$ cat config.mk
export PLATFORM = sky130hd
export DESIGN_NAME = skipped_lv1_tmr_bank_flat
export DESIGN_NICKNAME = d
export VERILOG_FILES = /design/src/rtl/skipped_lv1_tmr_bank_pkg.sv /design/src/rtl/skipped_lv1_tmr_bank_if.sv /design/src/rtl/skipped_lv1_tmr_bank_tmr_sat_counter.sv /design/src/rtl/skipped_lv1_tmr_bank.sv /design/src/flat_wrapper.sv
export SDC_FILE = /design/constraint.sdc
export NUM_CORES = 1
export LEC_CHECK = 0
export ABC_AREA = 0
export BUFFER_PORTS_ARGS = -buffer_cell sky130_fd_sc_hd__buf_4
export CAP_MARGIN = 0
export CORE_UTILIZATION = 40
export DETAILED_ROUTE_END_ITERATION = 8
export PLACE_DENSITY_LB_ADDON = 0.1
export SYNTH_ARGS = -nofsm -noshare
export SYNTH_HDL_FRONTEND = slang
export SYNTH_SLANG_ARGS = --single-unit
$ cat constraint.sdc
create_clock -name Clk -period 2.88 [get_ports Clk]
set_clock_uncertainty 0.15 [all_clocks]
set_input_delay 0.864 -clock Clk [delete_from_list [all_inputs] [get_ports Clk]]
set_output_delay 0.864 -clock Clk [all_outputs]
set_load 0.02 [all_outputs]
$ cat src/rtl/skipped_lv1_tmr_bank_pkg.sv
// Shared helpers for the skipped-LV1 TMR counter bank: bitwise majority vote
// and the saturation value for a given counter width.
package skipped_lv1_tmr_bank_pkg;

    localparam int MAX_W = 32;

    function automatic logic [MAX_W-1:0] maj3(input logic [MAX_W-1:0] a,
                                              input logic [MAX_W-1:0] b,
                                              input logic [MAX_W-1:0] c);
        return (a & b) | (a & c) | (b & c);
    endfunction

    // All-ones value of a w-bit counter, for w in 1..MAX_W.
    function automatic logic [MAX_W-1:0] cnt_max(input int w);
        return {MAX_W{1'b1}} >> (MAX_W - w);
    endfunction

endpackage

$ cat src/rtl/skipped_lv1_tmr_bank_if.sv
// Trigger, read-out and SEU-status signals of the skipped-LV1 counter bank.
interface skipped_lv1_tmr_bank_if #(
    parameter int CNT_W = 8,
    parameter int N_CH  = 4,
    parameter int CH_W  = 2
);
    logic             L1;
    logic [N_CH-1:0]  L1_Reg_Full;
    logic             ReadReq;
    logic [CH_W-1:0]  ReadCh;
    logic             ReadValid;
    logic [CNT_W-1:0] ReadData;
    logic             ReadSat;
    logic             SkippedAny;
    logic             SeuPulse;
    logic             SeuFlag;
    logic             SeuClear;

    modport master (
        output L1, L1_Reg_Full, ReadReq, ReadCh, SeuClear,
        input  ReadValid, ReadData, ReadSat, SkippedAny, SeuPulse, SeuFlag
    );

    modport slave (
        input  L1, L1_Reg_Full, ReadReq, ReadCh, SeuClear,
        output ReadValid, ReadData, ReadSat, SkippedAny, SeuPulse, SeuFlag
    );
endinterface

$ cat src/rtl/skipped_lv1_tmr_bank_tmr_sat_counter.sv
// One triplicated saturating counter. All copies reload the voted next value
// every cycle, so a single-copy upset lives for at most one cycle.
module tmr_sat_counter
    import skipped_lv1_tmr_bank_pkg::*;
#(
    parameter int CNT_W = 8
) (
    input  logic             clk,
    input  logic             rst_n,
    input  logic             skip,
    input  logic             clear,
    output logic [CNT_W-1:0] voted,
    output logic             mismatch
);

    localparam logic [CNT_W-1:0] CNT_MAX = CNT_W'(cnt_max(CNT_W));

    logic [CNT_W-1:0] copy0_q, copy1_q, copy2_q;
    logic [CNT_W-1:0] cnt_d;

    always_comb begin
        voted    = CNT_W'(maj3(MAX_W'(copy0_q), MAX_W'(copy1_q), MAX_W'(copy2_q)));
        mismatch = (copy0_q != copy1_q) || (copy1_q != copy2_q);
    end

    // A skip coinciding with the clearing read starts the new count at one.
    always_comb begin
        cnt_d = voted;
        if (clear && skip) begin
            cnt_d = CNT_W'(1);
        end else if (clear) begin
            cnt_d = '0;
        end else if (skip) begin
            cnt_d = (voted == CNT_MAX) ? voted : voted + CNT_W'(1);
        end
    end

    always_ff @(posedge clk or negedge rst_n) begin
        if (!rst_n) begin
            copy0_q <= '0;
            copy1_q <= '0;
            copy2_q <= '0;
        end else begin
            copy0_q <= cnt_d;
            copy1_q <= cnt_d;
            copy2_q <= cnt_d;
        end
    end

endmodule

$ cat src/rtl/skipped_lv1_tmr_bank.sv
// Bank of N_CH TMR skipped-trigger counters with a read-and-clear port and
// a scrub-mismatch (SEU) monitor.
module skipped_lv1_tmr_bank
    import skipped_lv1_tmr_bank_pkg::*;
#(
    parameter int CNT_W = 8,
    parameter int N_CH  = 4,
    parameter int CH_W  = 2
) (
    input logic                   Clk,
    input logic                   Reset,
    skipped_lv1_tmr_bank_if.slave bus
);

    localparam logic [CNT_W-1:0] CNT_MAX = CNT_W'(cnt_max(CNT_W));

    logic [N_CH-1:0]  skip;
    logic [N_CH-1:0]  clear;
    logic [N_CH-1:0]  mismatch;
    logic [CNT_W-1:0] voted [N_CH];

    logic             read_valid_d, read_valid_q;
    logic [CNT_W-1:0] read_data_d, read_data_q;
    logic             read_sat_d, read_sat_q;
    logic             seu_pulse_d, seu_pulse_q;
    logic             seu_flag_d, seu_flag_q;
    logic             skipped_any;

    for (genvar c = 0; c < N_CH; c++) begin : g_ch
        assign skip[c]  = bus.L1 & bus.L1_Reg_Full[c];
        assign clear[c] = bus.ReadReq && (bus.ReadCh == CH_W'(c));

        tmr_sat_counter #(.CNT_W(CNT_W)) u_cnt (
            .clk      (Clk),
            .rst_n    (Reset),
            .skip     (skip[c]),
            .clear    (clear[c]),
            .voted    (voted[c]),
            .mismatch (mismatch[c])
        );
    end

    // Out-of-range channels read as zero; data holds between reads.
    always_comb begin
        read_valid_d = bus.ReadReq;
        read_data_d  = read_data_q;
        read_sat_d   = read_sat_q;
        if (bus.ReadReq) begin
            read_data_d = '0;
            for (int c = 0; c < N_CH; c++) begin
                if (bus.ReadCh == CH_W'(c)) begin
                    read_data_d = voted[c];
                end
            end
            read_sat_d = (read_data_d == CNT_MAX);
        end
    end

    always_comb begin
        seu_pulse_d = |mismatch;
        seu_flag_d  = (|mismatch) ? 1'b1 : (bus.SeuClear ? 1'b0 : seu_flag_q);
        skipped_any = 1'b0;
        for (int c = 0; c < N_CH; c++) begin
            skipped_any = skipped_any | (voted[c] != '0);
        end
    end

    always_ff @(posedge Clk or negedge Reset) begin
        if (!Reset) begin
            read_valid_q <= 1'b0;
            read_data_q  <= '0;
            read_sat_q   <= 1'b0;
            seu_pulse_q  <= 1'b0;
            seu_flag_q   <= 1'b0;
        end else begin
            read_valid_q <= read_valid_d;
            read_data_q  <= read_data_d;
            read_sat_q   <= read_sat_d;
            seu_pulse_q  <= seu_pulse_d;
            seu_flag_q   <= seu_flag_d;
        end
    end

    assign bus.ReadValid  = read_valid_q;
    assign bus.ReadData   = read_data_q;
    assign bus.ReadSat    = read_sat_q;
    assign bus.SkippedAny = skipped_any;
    assign bus.SeuPulse   = seu_pulse_q;
    assign bus.SeuFlag    = seu_flag_q;

endmodule

$ cat src/flat_wrapper.sv
// flat-port wrapper written by rule: the top's interface ports become plain ports
module skipped_lv1_tmr_bank_flat import skipped_lv1_tmr_bank_pkg::*;
#(
    parameter int CNT_W = 8,
    parameter int N_CH  = 4,
    parameter int CH_W  = 2
)
  (Clk, Reset, bus_L1, bus_L1_Reg_Full, bus_ReadReq, bus_ReadCh, bus_SeuClear, bus_ReadValid, bus_ReadData, bus_ReadSat, bus_SkippedAny, bus_SeuPulse, bus_SeuFlag);
  skipped_lv1_tmr_bank_if #(.CNT_W(CNT_W), .N_CH(N_CH), .CH_W(CH_W)) bus_i ();
  input logic Clk;
  input logic Reset;
  input wire logic [$bits(bus_i.L1)-1:0] bus_L1;
  input wire logic [$bits(bus_i.L1_Reg_Full)-1:0] bus_L1_Reg_Full;
  input wire logic [$bits(bus_i.ReadReq)-1:0] bus_ReadReq;
  input wire logic [$bits(bus_i.ReadCh)-1:0] bus_ReadCh;
  input wire logic [$bits(bus_i.SeuClear)-1:0] bus_SeuClear;
  output wire logic [$bits(bus_i.ReadValid)-1:0] bus_ReadValid;
  output wire logic [$bits(bus_i.ReadData)-1:0] bus_ReadData;
  output wire logic [$bits(bus_i.ReadSat)-1:0] bus_ReadSat;
  output wire logic [$bits(bus_i.SkippedAny)-1:0] bus_SkippedAny;
  output wire logic [$bits(bus_i.SeuPulse)-1:0] bus_SeuPulse;
  output wire logic [$bits(bus_i.SeuFlag)-1:0] bus_SeuFlag;
  assign bus_i.L1 = bus_L1;
  assign bus_i.L1_Reg_Full = bus_L1_Reg_Full;
  assign bus_i.ReadReq = bus_ReadReq;
  assign bus_i.ReadCh = bus_ReadCh;
  assign bus_i.SeuClear = bus_SeuClear;
  assign bus_ReadValid = bus_i.ReadValid;
  assign bus_ReadData = bus_i.ReadData;
  assign bus_ReadSat = bus_i.ReadSat;
  assign bus_SkippedAny = bus_i.SkippedAny;
  assign bus_SeuPulse = bus_i.SeuPulse;
  assign bus_SeuFlag = bus_i.SeuFlag;
  skipped_lv1_tmr_bank #(.CNT_W(CNT_W), .N_CH(N_CH), .CH_W(CH_W)) u_core (.Clk(Clk), .Reset(Reset), .bus(bus_i));
endmodule
* Word level (Yosys, flattened, before mapping) *
Index checks and enable logic that the tools add are counted.

word-level totals
  output and inout port bits = 13
  logic and storage cells = 72
  input port bits = 11
  register bits = 42

cells by class
  equal/unequal tests = 8
  reduce and logical (&&, ||, !) cells = 13
  bitwise operators = 19
  $add $sub $neg = 4
  mux-type cells = 21

operators with widths
  operator                                                          number
  8-bit 2-to-1 mux                                                  21
  8-bit OR                                                          8
  8-bit == test (second input constant)                             5
  8-bit by 1-bit adder with 8-bit output (second input constant)    4
  8-bit bitwise AND                                                 4
  8-bit nonzero test                                                4
  1-bit logical AND                                                 8
  1-bit bitwise AND                                                 4
  2-bit == test (second input constant)                             2
  1-bit OR                                                          3
  2-bit by 1-bit == test with 1-bit output (second input constant)  1
  2-bit zero test                                                   1

* Logic depth before layout (Yosys ltp) *
Gate-level depths: netlist of the first run.

  depth after elaboration = 9
  mapped depth = 6
  mapped depth without buffers = 5

* Cells and area by module *
From an unflattened synthesis of the first run, not the netlist that was laid out.

unflattened totals
  cells, all modules = 260
  area, all modules = 2821.5 um2

modules (own cells, without submodules)
  module                area each (um2)  seq. area each (um2)  cells each  instances
  tmr_sat_counter       510.5            200.2                 50          4
  skipped_lv1_tmr_bank  779.5            300.3                 60          1

* Worst setup path after synthesis of the first run *
No wires, ideal clock.

  path type = reg-to-output
  start = register u_core.g_ch[0].u_cnt.copy2_q[6]
  end = output bus_SkippedAny
  cell stages (with the launch flop) = 4
  data arrival time = 1.328 ns
  data required time = 1.866 ns
  path buffers = 0
  setup slack = 0.538 ns
  cell sequence = dfrtp_1 or4_1 nor3_1 nand4_1

between the ends
  word-level cells in the longest chain between the ends = 7

RTL lines
  element                   line                                        text
  from (decl)               skipped_lv1_tmr_bank_tmr_sat_counter.sv:18  logic [CNT_W-1:0] copy0_q, copy1_q, copy2_q;
  from (signal assigned)    skipped_lv1_tmr_bank_tmr_sat_counter.sv:46  copy2_q <= cnt_d;
  8-bit bitwise AND *       n/a
  8-bit OR                  skipped_lv1_tmr_bank_pkg.sv:10              return (a & b) | (a & c) | (b & c);
  8-bit OR *                skipped_lv1_tmr_bank_pkg.sv:10
  8-bit nonzero test *      skipped_lv1_tmr_bank.sv:64                  skipped_any = skipped_any | (voted[c] != '0);
  1-bit OR * (3 in series)  skipped_lv1_tmr_bank.sv:64
  to (decl)                 flat_wrapper.sv:20                          output wire logic [$bits(bus_i.SkippedAny)-1:0] bus_SkippedAny;

Every way passes the cells marked *; elsewhere a longest branch is shown, timed or not.

* Final worst setup path of the first run *
Ends and elaborated chain as after synthesis.

==> impl_metrics.csv, run 1 <==
group,metric,value,unit
global_routing,grt_pass1_vias,1751,
critical_path,worst_setup_path_start_kind,"flip-flop",
synthesis,ys_warn_count,0,
detailed_routing,wl_per_cell,16.6,microns
synthesis,synth-seq-cells,42,
sta,slew-limit-headroom,63.0,%
critical_path,r2r-end,"u_core.g_ch[0].u_cnt.copy2_q[0]",
critical_path,path_max_fanout,6,
floorplan,die_h,81.1,microns
floorplan,coreArea,5990,sq um
critical_path,r2r-start,"u_core.g_ch[0].u_cnt.copy2_q[1]",
placed_design,placed_cells,324,
synthesis,synthXorXnorAreaFrac,5.61,%
cells_and_area,final_cells,332,
synthesis,synth_area,2500,sq um
sta,tightest_slew,0.554,ns
clock_network,clock_path_buffers,2,
cells_and_area,final_cell_mix,"dfrtp_1 (42), nor2_1 (25), buf_4 (22)",
global_routing,grt_max_degree,43,
detailed_routing,vias,1830,
power_and_ir_drop,powerDensity,575,nW/um^2
clock_network,hold_buffers,0,
detailed_routing,drt_pre_antenna_iters,5,
critical_path,cp.arrival,1.76,ns
global_routing,grt.overflow.total,0,
cells_and_area,drive_above_1_share,20.2,%
critical_path,reg2reg_depth,5,
detailed_routing,drc_errors,0,
synthesis,syn_avg_cell_area,10.6,sq um
synthesis,yosys.area_share.simple,21.9,%
critical_path,cp.required,1.87,ns
placed_design,dp_hpwl,4.06,mm
synthesis,ys_types,52,
critical_path,worst_setup_path_end_kind,"output port",
sta,fin_crit_sh,96.4,%
global_routing,antenna_found_initial,0,
clock_network,cts_tree,"built",
power_and_ir_drop,ir_drop,0.000362,V
clock_network,clk-insertion-delay-late,0.29,ns
sta,finalSetupViolCount,0,
detailed_routing,dr.first_iter.drc_count,90,
clock_network,cts_setup_buffers,0,
sta,rsz0062_at_grt,"false",
floorplan,rows,28,
synthesis,synth_mux_area_share,12.4,%
critical_path,critPathLaunch,"u_core.g_ch[0].u_cnt.copy2_q[6]",
floorplan,start_util,41.7,%
clock_network,cts.htree.levels,2,
cells_and_area,fillerInstances,577,
cells_and_area,final_common_cell,"dfrtp_1",
detailed_routing,detail-route-antenna-nets,0,
clock_network,cts-buffers-inserted,5,
clock_network,clkTransAtPathRegs,0.08,ns
power_and_ir_drop,power,1.60,mW
sta,fmax,360,MHz
sta,finalHoldViolCount,0,
status,status,"finished, final reports clean",
critical_path,r2r_setup_slack,1.02,ns
global_routing,grt.total_usage,18.1,%
job,cap_violations,0,
floorplan,die_area,6570,sq um
hold_path,hold_class,"flip-flop to flip-flop",
hold_path,min-delay-start,"u_core.bus.ReadData[3]",
floorplan,ios,24,
global_routing,grt_pass1_wl,8.85,mm
placed_design,numPortBuffers,20,
detailed_routing,viasPerCell,5.51,
synthesis,synth_edf_count,0,
cells_and_area,synthToLayoutAreaGrowth,11.6,%
power_and_ir_drop,p_leak,1.29,nW
placed_design,place_congestion,0.755,
synthesis,synthAdderAreaFrac,4.00,%
clock_network,cts-root-buf,"clkbuf_8",
synthesis,async_flop_share,100,%
sta,maxSlewViolCount,0,
critical_path,path_class,"flip-flop to output port",
cells_and_area,diodes,0,
synthesis,ys_seq_area_share,42.0,%
clock_network,cts_resized,0,
hold_path,holdPathStages,1,
detailed_routing,routed_wl,5.52,mm
hold_path,holdPathEnd,"u_core.bus.ReadData[3]",
cells_and_area,final_nets,275,
synthesis,synth_top_family_by_area,"simple AND/OR/NAND/NOR gates",
sta,setup_tns,0,ns
clock_network,cts.sinks,42,
synthesis,synth-compound-area-share,9.81,%
synthesis,ys.flop_type,"dfrtp_1",
floorplan,fp.dieW,81.1,microns
sta,min_period,2.78,ns
synthesis,syn_inst,235,
==> registers in the layout, indices dropped and copies added, names as in the netlist <==
| register | flops |
|---|---|
| u_core.g_ch.u_cnt.copy2_q | 32 |
| u_core.bus.ReadValid | 1 |
| u_core.bus.ReadData | 8 |
| u_core.bus.ReadSat | 1 |
==> cell usage after synthesis, types with 2 or more instances <==
cell	n	share of area (%)
dfrtp_1	42	42
nor2_1	25	3.8
nand2_1	15	2.3
xor2_1	11	3.9
inv_1	10	1.5
nand3_1	9	1.8
ha_1	8	4.0
o211ai_1	8	2.4
o21ai_0	8	1.6
and3_1	7	1.8
mux2_2	7	3.2
nand4_1	7	1.8
a21oi_1	5	1.0
mux4_2	5	4.5
nor4_1	5	1.3
or3_1	5	1.3
xnor2_1	5	1.8
mux2i_1	4	1.6
and4bb_2	3	1.5
buf_4	3	0.90
mux4_1	3	3.2
nand3b_1	3	0.90
a31oi_1	2	0.50
and2_2	2	0.60
buf_2	2	0.40
buf_6	2	0.90
o2111ai_1	2	0.70
o211ai_2	2	1.0
or4_1	2	0.60
==> logic make-up after synthesis <==
| kind of cell | after synthesis |
|---|---|
| and+or+nand+nor | 95 |
| DFF | 42 |
| AOI/OAI and AO/OA | 35 |
| muxes | 19 |
| buffers and inverters | 19 |
| xor gates and xnor gates | 16 |
| adders and majority gates | 8 |
| other | 1 |
==> through the flow <==
step | hold WS, ns | setup WS, ns | util [%] | instance area, sq um
global placement | 0.342 | 0.384 | 45.1 | 2700
detailed placement | 0.347 | 0.390 | 45.1 | 2700
global route | 0.379 | 0.0177 | 46.6 | 2790
CTS | 0.366 | 0.0701 | 46.6 | 2790
floorplan | 0.365 | 0.538 | - | 2500
finish | 0.361 | 0.105 | 46.6 | 2790
==> worst max-delay path by stage <==
stage,end,slack (ns),cells after the start
2_1_floorplan,bus_SkippedAny,0.54,3
3_3_place_gp,bus_SkippedAny,0.38,4
3_5_place_dp,bus_SkippedAny,0.39,4
4_1_cts,bus_SkippedAny,0.07,4
5_1_grt,bus_SkippedAny,0.02,4
6_report,bus_SkippedAny,0.10,4
==> per-layer routing <==
metal  GRT usage (%)  wire, microns
met1            25.0           2750
met2            29.6           2620
met3            3.37            126
met4            3.21             30
met5               0              0
==> power breakdown <==
group | total (mW) | switching [mW] | internal, mW
Clock | 0.393 | 0.199 | 0.194
Combinational | 0.391 | 0.200 | 0.191
Sequential | 0.820 | 0.138 | 0.682
Total | 1.60 | 0.537 | 1.07
==> area by class of cell <==
type                            instances  area [sq um]  share of cell area [%]
Multi-Input combinational cell        175          1350                    48.4
Sequential cell                        42          1050                    37.7
Timing Repair Buffer                   22           165                    5.92
Tap cell                               75          93.8                    3.36
Clock buffer                            7          86.3                    3.09
Inverter                               10          37.5                    1.35
Clock inverter                          1          5.00                   0.179
==> critical path: stages, from the launching register on <==
cell     delay [ns]
dfrtp_1        0.44
or4_1          0.53
nor3_1         0.19
nand4_1        0.12
buf_4          0.18
Power figures use the tool's default switching activity.
==> run 2: changes to the inputs <==
--- a/config.mk
+++ b/config.mk
@@ -5,7 +5,7 @@
 export SDC_FILE = /design/constraint.sdc
 export NUM_CORES = 1
 export LEC_CHECK = 0
-export ABC_AREA = 0
+export ABC_AREA = 1
 export BUFFER_PORTS_ARGS = -buffer_cell sky130_fd_sc_hd__buf_4
 export CAP_MARGIN = 0
 export CORE_UTILIZATION = 40
==> run 2 against run 1 <==
  * Sequential power decreased by 10%
  * Worst setup slack improved by 0.12 ns
  * Register-to-register slack improved by 0.09 ns
  * Core utilization increased by 0.064 points
  * Global-route usage increased by 2.9 points
  * Critical path type unchanged
  * Count of clock-buffer cells in the layout unchanged
  * Highest routed layer unchanged
  * Non-clock buffer count unchanged
  * First-iteration DRC count increased by 83%
  * Critical path depth increased by 2
  * Die area increased by 10%
  * Combinational power decreased by 9.7%
  * Largest power group unchanged
==> impl_metrics.csv, run 2 <==
group,metric,value,unit
cells_and_area,seq_area,1050,sq um
sta,finalSetupViolCount,0,
power_and_ir_drop,powerDensity,483,nW/um^2
global_routing,grt.overflow.total,0,
clock_network,clock_path_buffers,2,
cells_and_area,fillerInstances,693,
clock_network,cts.sinks,42,
synthesis,ys_warn_count,0,
critical_path,path_max_fanout,7,
sta,hold_slack,0.332,ns
clock_network,cts_resized,0,
synthesis,synth_top_cell_area_share,38.1,%
synthesis,synth-seq-cells,42,
cells_and_area,multi_input_area,1430,sq um
cells_and_area,final_common_cell,"nand2_1",
critical_path,cp.required,1.87,ns
critical_path,r2r_setup_slack,1.11,ns
synthesis,ys.flop_type,"dfrtp_1",
cells_and_area,final_nets,418,
synthesis,synth_top_cell_by_area,"dfrtp_1",
cells_and_area,drive_above_1_share,14.3,%
detailed_routing,dr.first_iter.drc_count,165,
detailed_routing,drc_errors,0,
critical_path,r2r-start,"u_core.g_ch[0].u_cnt.copy2_q[0]",
critical_path,reg2reg_depth,7,
synthesis,ys_types,31,
clock_network,clkTransAtPathRegs,0.08,ns
floorplan,rows,29,
critical_path,r2r-end,"u_core.g_ch[0].u_cnt.copy2_q[1]",
synthesis,syn_inst,378,
synthesis,synth_edf_count,0,
status,status,"finished, final reports clean",
synthesis,ys_seq_area_share,38.1,%
sta,rsz0062_at_grt,"false",
detailed_routing,drt_pre_antenna_iters,4,
sta,maxSlewViolCount,0,
cells_and_area,synthToLayoutAreaGrowth,9.90,%
clock_network,clk-insertion-delay-late,0.30,ns
hold_path,hold_class,"flip-flop to flip-flop",
synthesis,yosysMostFrequentCell,"nand2_1",
detailed_routing,wl_per_cell,14.6,microns
sta,finalHoldViolCount,0,
sta,fmax,376,MHz
global_routing,grt_max_degree,43,
power_and_ir_drop,p_leak,1.47,nW
cells_and_area,largest_reg_flops,32,
clock_network,cts-buffers-inserted,5,
critical_path,worst_setup_path_end_kind,"output port",
sta,fin_crit_sh,92.4,%
floorplan,coreArea,6490,sq um
global_routing,grt_pass1_wl,11.9,mm
sta,setup_tns,0,ns
placed_design,dp_hpwl,5.32,mm
sta,slew-limit-headroom,63.6,%
sta,min_period,2.66,ns
floorplan,ios,24,
clock_network,cts.htree.levels,2,
global_routing,grt_pass1_vias,2444,
detailed_routing,routed_wl,6.97,mm
global_routing,antenna_found_initial,0,
synthesis,async_flop_share,100,%
clock_network,cts-root-buf,"clkbuf_8",
job,cap_violations,0,
synthesis,syn_avg_cell_area,7.29,sq um
detailed_routing,viasPerCell,5.42,
clock_network,hold_buffers,0,
critical_path,worst_setup_path_start_kind,"flip-flop",
floorplan,fp.dieW,85.0,microns
critical_path,crit_end,"bus_SkippedAny",
cells_and_area,diodes,0,
power_and_ir_drop,ir_drop,0.000172,V
critical_path,critPathLaunch,"u_core.g_ch[0].u_cnt.copy2_q[0]",
global_routing,grt.total_usage,21.0,%
critical_path,path_class,"flip-flop to output port",
floorplan,die_h,85.0,microns
detailed_routing,detail-route-antenna-nets,0,
cells_and_area,regMostFlops,"u_core.g_ch.u_cnt.copy2_q",
sta,tightest_slew,0.546,ns
synthesis,synthTopCellsByArea,"dfrtp_1 (38%), nand2_1 (11%), inv_1 (6.9%)",
synthesis,synth_area,2760,sq um
placed_design,place_congestion,0.860,
synthesis,yosys-top-cells-count,"nand2_1 (83), inv_1 (51), dfrtp_1 (42)",
placed_design,numPortBuffers,20,
clock_network,cts_tree,"built",
hold_path,holdPathStages,2,
floorplan,start_util,42.4,%
critical_path,cp.arrival,1.65,ns
detailed_routing,vias,2582,
floorplan,die_area,7230,sq um
clock_network,cts_setup_buffers,0,
cells_and_area,final_cell_mix,"nand2_1 (83), inv_1 (51), dfrtp_1 (42)",
## run 2: cell types whose count changed after synthesis, moves of 7 or more
cell,before,now
xor2_1,11,4
and3_1,7,0
o211ai_1,8,1
inv_1,10,51
mux2_2,7,0
nand2_1,15,83
o21ai_0,8,20
o21ai_1,1,9
nand3_1,9,36
nand4_1,7,17
a21oi_1,5,12
nor3_1,1,13
a31oi_1,2,9
## run 2: stage by stage
stage / instances / setup WS (ns) / utilization (%) / total power, mW / cell area [sq um]
2_1_floorplan: 379 / 0.760 / - / 0.969 / 2760
3_3_place_gp: 469 / 0.594 / 45.5 / 1.09 / 2950
3_5_place_dp: 469 / 0.585 / 45.5 / 1.10 / 2950
4_1_cts: 476 / 0.240 / 46.6 / 1.48 / 3030
5_1_grt: 476 / 0.129 / 46.6 / 1.56 / 3030
6_report: 476 / 0.220 / 46.6 / 1.46 / 3030
## run 2: area by class of cell
cell class	instances	share of cell area [%]
tap	77	3.18
inverter	57	7.06
multi-input combinational	271	47.1
clock buffer	7	2.52
timing repair buffer	22	5.45
sequential	42	34.7
## run 2: per-layer routing
metal / wire length (microns) / vias to the layer above / global-route usage [%] / part of all wire, %
met5: 0 / - / 0 / 0
met4: 138 / 0 / 7.55 / 2.0
met3: 362 / 13 / 4.38 / 5.2
met2: 3010 / 70 / 32.4 / 43
met1: 3460 / 1220 / 29.1 / 50
li1: - / 1279 / - / -
## run 2: kinds of logic (layout without fill, tap and decap cells)
family	after synthesis	count (layout)	share of synthesized area, %
and+or+nand+nor	204	204	36.2
other	1	2	0.136
xor gates and xnor gates	5	5	1.59
buffers and inverters	66	86	10.3
AOI/OAI and AO/OA	52	52	10.1
adders and majority gates	8	8	3.63
DFF	42	42	38.1
## run 2: critical path: stages (launching register included)
cell	delay, ns
dfrtp_1	0.46
inv_1	0.11
ha_1	0.17
nand4_1	0.09
nor2_1	0.16
nand4_1	0.15
buf_4	0.19
## run 2: worst min-delay path by stage
| stage | slack, ns | end | startpoint |
|---|---|---|---|
| finish | 0.33 | u_core.bus.ReadSat | u_core.bus.ReadSat |
| global route | 0.38 | u_core.bus.ReadSat | u_core.bus.ReadSat |
| CTS | 0.34 | u_core.bus.ReadSat | u_core.bus.ReadSat |
| detailed placement | 0.32 | u_core.bus.ReadSat | u_core.bus.ReadSat |
| global placement | 0.32 | u_core.bus.ReadSat | u_core.bus.ReadSat |
| floorplan | 0.36 | u_core.g_ch[2].u_cnt.copy2_q[0] | u_core.g_ch[2].u_cnt.copy2_q[0] |
## run 2: where the power goes
part,internal (mW),total (mW),switching (mW),leakage (nW)
Sequential,0.656,0.737,0.0806,0.549
Clock,0.167,0.372,0.205,0.0383
Combinational,0.128,0.353,0.225,0.879
Total,0.951,1.46,0.510,1.47
==> run 3: changes to the inputs <==
--- a/config.mk
+++ b/config.mk
@@ -9,8 +9,10 @@
 export BUFFER_PORTS_ARGS = -buffer_cell sky130_fd_sc_hd__buf_4
 export CAP_MARGIN = 0
 export CORE_UTILIZATION = 40
+export CTS_CLUSTER_DIAMETER = 50
 export DETAILED_ROUTE_END_ITERATION = 8
 export PLACE_DENSITY_LB_ADDON = 0.1
+export RECOVER_POWER = 100
 export SYNTH_ARGS = -nofsm -noshare
 export SYNTH_HDL_FRONTEND = slang
 export SYNTH_SLANG_ARGS = --single-unit
==> run 3 against run 2 <==
  * Sequential cell count unchanged
  * Die area did not move
  * Via count down 0.31%
  * Cell area is 2.6% lower
  * Fmax fell by 0.35%
==> impl_metrics.csv, run 3 (synthesized netlist as in run 2, its figures left out) <==
group,metric,value,unit
global_routing,grt_max_degree,43,
hold_path,hold_class,"flip-flop to flip-flop",
clock_network,cts.htree.levels,2,
clock_network,cts-buffers-inserted,5,
floorplan,rows,29,
hold_path,min-delay-start,"u_core.bus.ReadSat",
clock_network,hold_buffers,0,
sta,hold_slack,0.328,ns
hold_path,holdPathEnd,"u_core.bus.ReadSat",
placed_design,place_congestion,0.860,
cells_and_area,regMostFlops,"u_core.g_ch.u_cnt.copy2_q",
sta,fmax,375,MHz
cells_and_area,drive_above_1_share,8.52,%
placed_design,dp_hpwl,5.32,mm
sta,setup_ws,0.211,ns
sta,fin_crit_sh,92.7,%
clock_network,clk-insertion-delay-late,0.30,ns
sta,slew-limit-headroom,28.8,%
clock_network,cts_resized,0,
floorplan,start_util,42.4,%
critical_path,r2r_setup_slack,1.01,ns
cells_and_area,final_cells,476,
placed_design,place_ws,0.585,ns
critical_path,worst_setup_path_start_kind,"flip-flop",
detailed_routing,detail-route-antenna-nets,0,
sta,setup_tns,0,ns
floorplan,ios,24,
placed_design,numPortBuffers,20,
detailed_routing,drt_pre_antenna_iters,4,
clock_network,cts.sinks,42,
detailed_routing,drc_errors,0,
placed_design,placed_cells,469,
cells_and_area,final_cell_mix,"nand2_1 (85), inv_1 (55), dfrtp_1 (42)",
sta,finalSetupViolCount,0,
critical_path,cp.required,1.87,ns
sta,tightest_slew,1.07,ns
sta,rsz0062_at_grt,"false",
sta,finalHoldViolCount,0,
sta,min_period,2.67,ns
detailed_routing,vias,2574,
critical_path,cp.arrival,1.66,ns
floorplan,fp.dieW,85.0,microns
cells_and_area,synthToLayoutAreaGrowth,6.99,%
critical_path,r2r-end,"u_core.g_ch[0].u_cnt.copy2_q[1]",
cells_and_area,diodes,0,
job,cap_violations,0,
floorplan,coreArea,6490,sq um
power_and_ir_drop,powerDensity,488,nW/um^2
cells_and_area,largest_reg_flops,32,
detailed_routing,dr.first_iter.drc_count,139,
detailed_routing,viasPerCell,5.41,
cells_and_area,final_common_cell,"nand2_1",
detailed_routing,routed_wl,7.02,mm
clock_network,clkTransAtPathRegs,0.08,ns
clock_network,cts_tree,"built",
global_routing,grt_pass1_vias,2444,
critical_path,reg2reg_depth,7,
status,status,"finished, final reports clean",
hold_path,holdPathStages,2,
clock_network,clock_path_buffers,2,
floorplan,die_h,85.0,microns
detailed_routing,wl_per_cell,14.8,microns
floorplan,die_area,7230,sq um
global_routing,grt.overflow.total,0,
critical_path,r2r-start,"u_core.g_ch[0].u_cnt.copy2_q[0]",
cells_and_area,final_nets,418,
power_and_ir_drop,p_leak,1.41,nW
sta,maxSlewViolCount,0,
power_and_ir_drop,ir_drop,0.000172,V
clock_network,cts-root-buf,"clkbuf_8",
critical_path,path_max_fanout,7,
critical_path,worst_setup_path_end_kind,"output port",
global_routing,antenna_found_initial,0,
global_routing,grt_pass1_wl,11.9,mm
power_and_ir_drop,power,1.44,mW
global_routing,grt.total_usage,21.0,%
clock_network,cts_setup_buffers,0,
critical_path,path_class,"flip-flop to output port",
[run 3: changes by cell type in the layout (fill, tap and decap cells not counted), moves of 2 or more]
cell and delta:
clkbuf_1 +12, nor3b_1 +3, nor3b_2 -3, inv_1 +4, o21ai_0 +4, buf_4 -13
o21ai_1 -4, nand2_1 +2, nand2_2 -2, inv_2 -4
[run 3: how the worst max path moves through the flow]
| stage | startpoint | to | cells past startpoint |
|---|---|---|---|
| after floorplan | u_core.g_ch[2].u_cnt.copy2_q[0] | bus_SkippedAny | 5 |
| after global placement | u_core.g_ch[2].u_cnt.copy2_q[0] | bus_SkippedAny | 6 |
| after detailed placement | u_core.g_ch[2].u_cnt.copy2_q[0] | bus_SkippedAny | 6 |
| after CTS | u_core.g_ch[2].u_cnt.copy2_q[0] | bus_SkippedAny | 6 |
| after global routing | bus_ReadReq | u_core.g_ch[0].u_cnt.copy2_q[6] | 6 |
| final | u_core.g_ch[0].u_cnt.copy2_q[0] | bus_SkippedAny | 6 |
[run 3: layout make-up]
| cell class | instances | area [sq um] |
|---|---|---|
| Clock buffer | 7 | 76.3 |
| Fill cell | 698 | 3550 |
| Tap cell | 77 | 96.3 |
| Multi-Input combinational cell | 271 | 1390 |
| Timing Repair Buffer | 22 | 118 |
| Sequential cell | 42 | 1050 |
| Inverter | 57 | 214 |
[run 3: through the flow]
stage | cell area (sq um) | util [%]
floorplan | 2760 | -
global placement | 2950 | 45.5
detailed placement | 2950 | 45.5
CTS | 3030 | 46.6
global route | 2950 | 45.4
finish | 2950 | 45.4
[run 3: where the power goes]
group          internal, mW  switching (mW)  total (mW)
logic                 0.110           0.222       0.332
registers             0.656          0.0806       0.737
clock network         0.167           0.204       0.372
total                 0.934           0.507        1.44
[run 3: worst max-delay path: stages (launching register included)]
cell and delay [ns]:
dfrtp_1 0.46, inv_1 0.11, ha_1 0.17, nand4_1 0.10, nor2_1 0.16, nand4_1 0.15, clkbuf_1 0.20
[run 3: layer usage]
metal	vias to the layer above	track usage, %	wire length (microns)
met5	-	0	0
met3	13	4.38	393
met2	70	32.4	3040
met4	0	7.55	126
met1	1210	29.1	3460
li1	1281	-	-
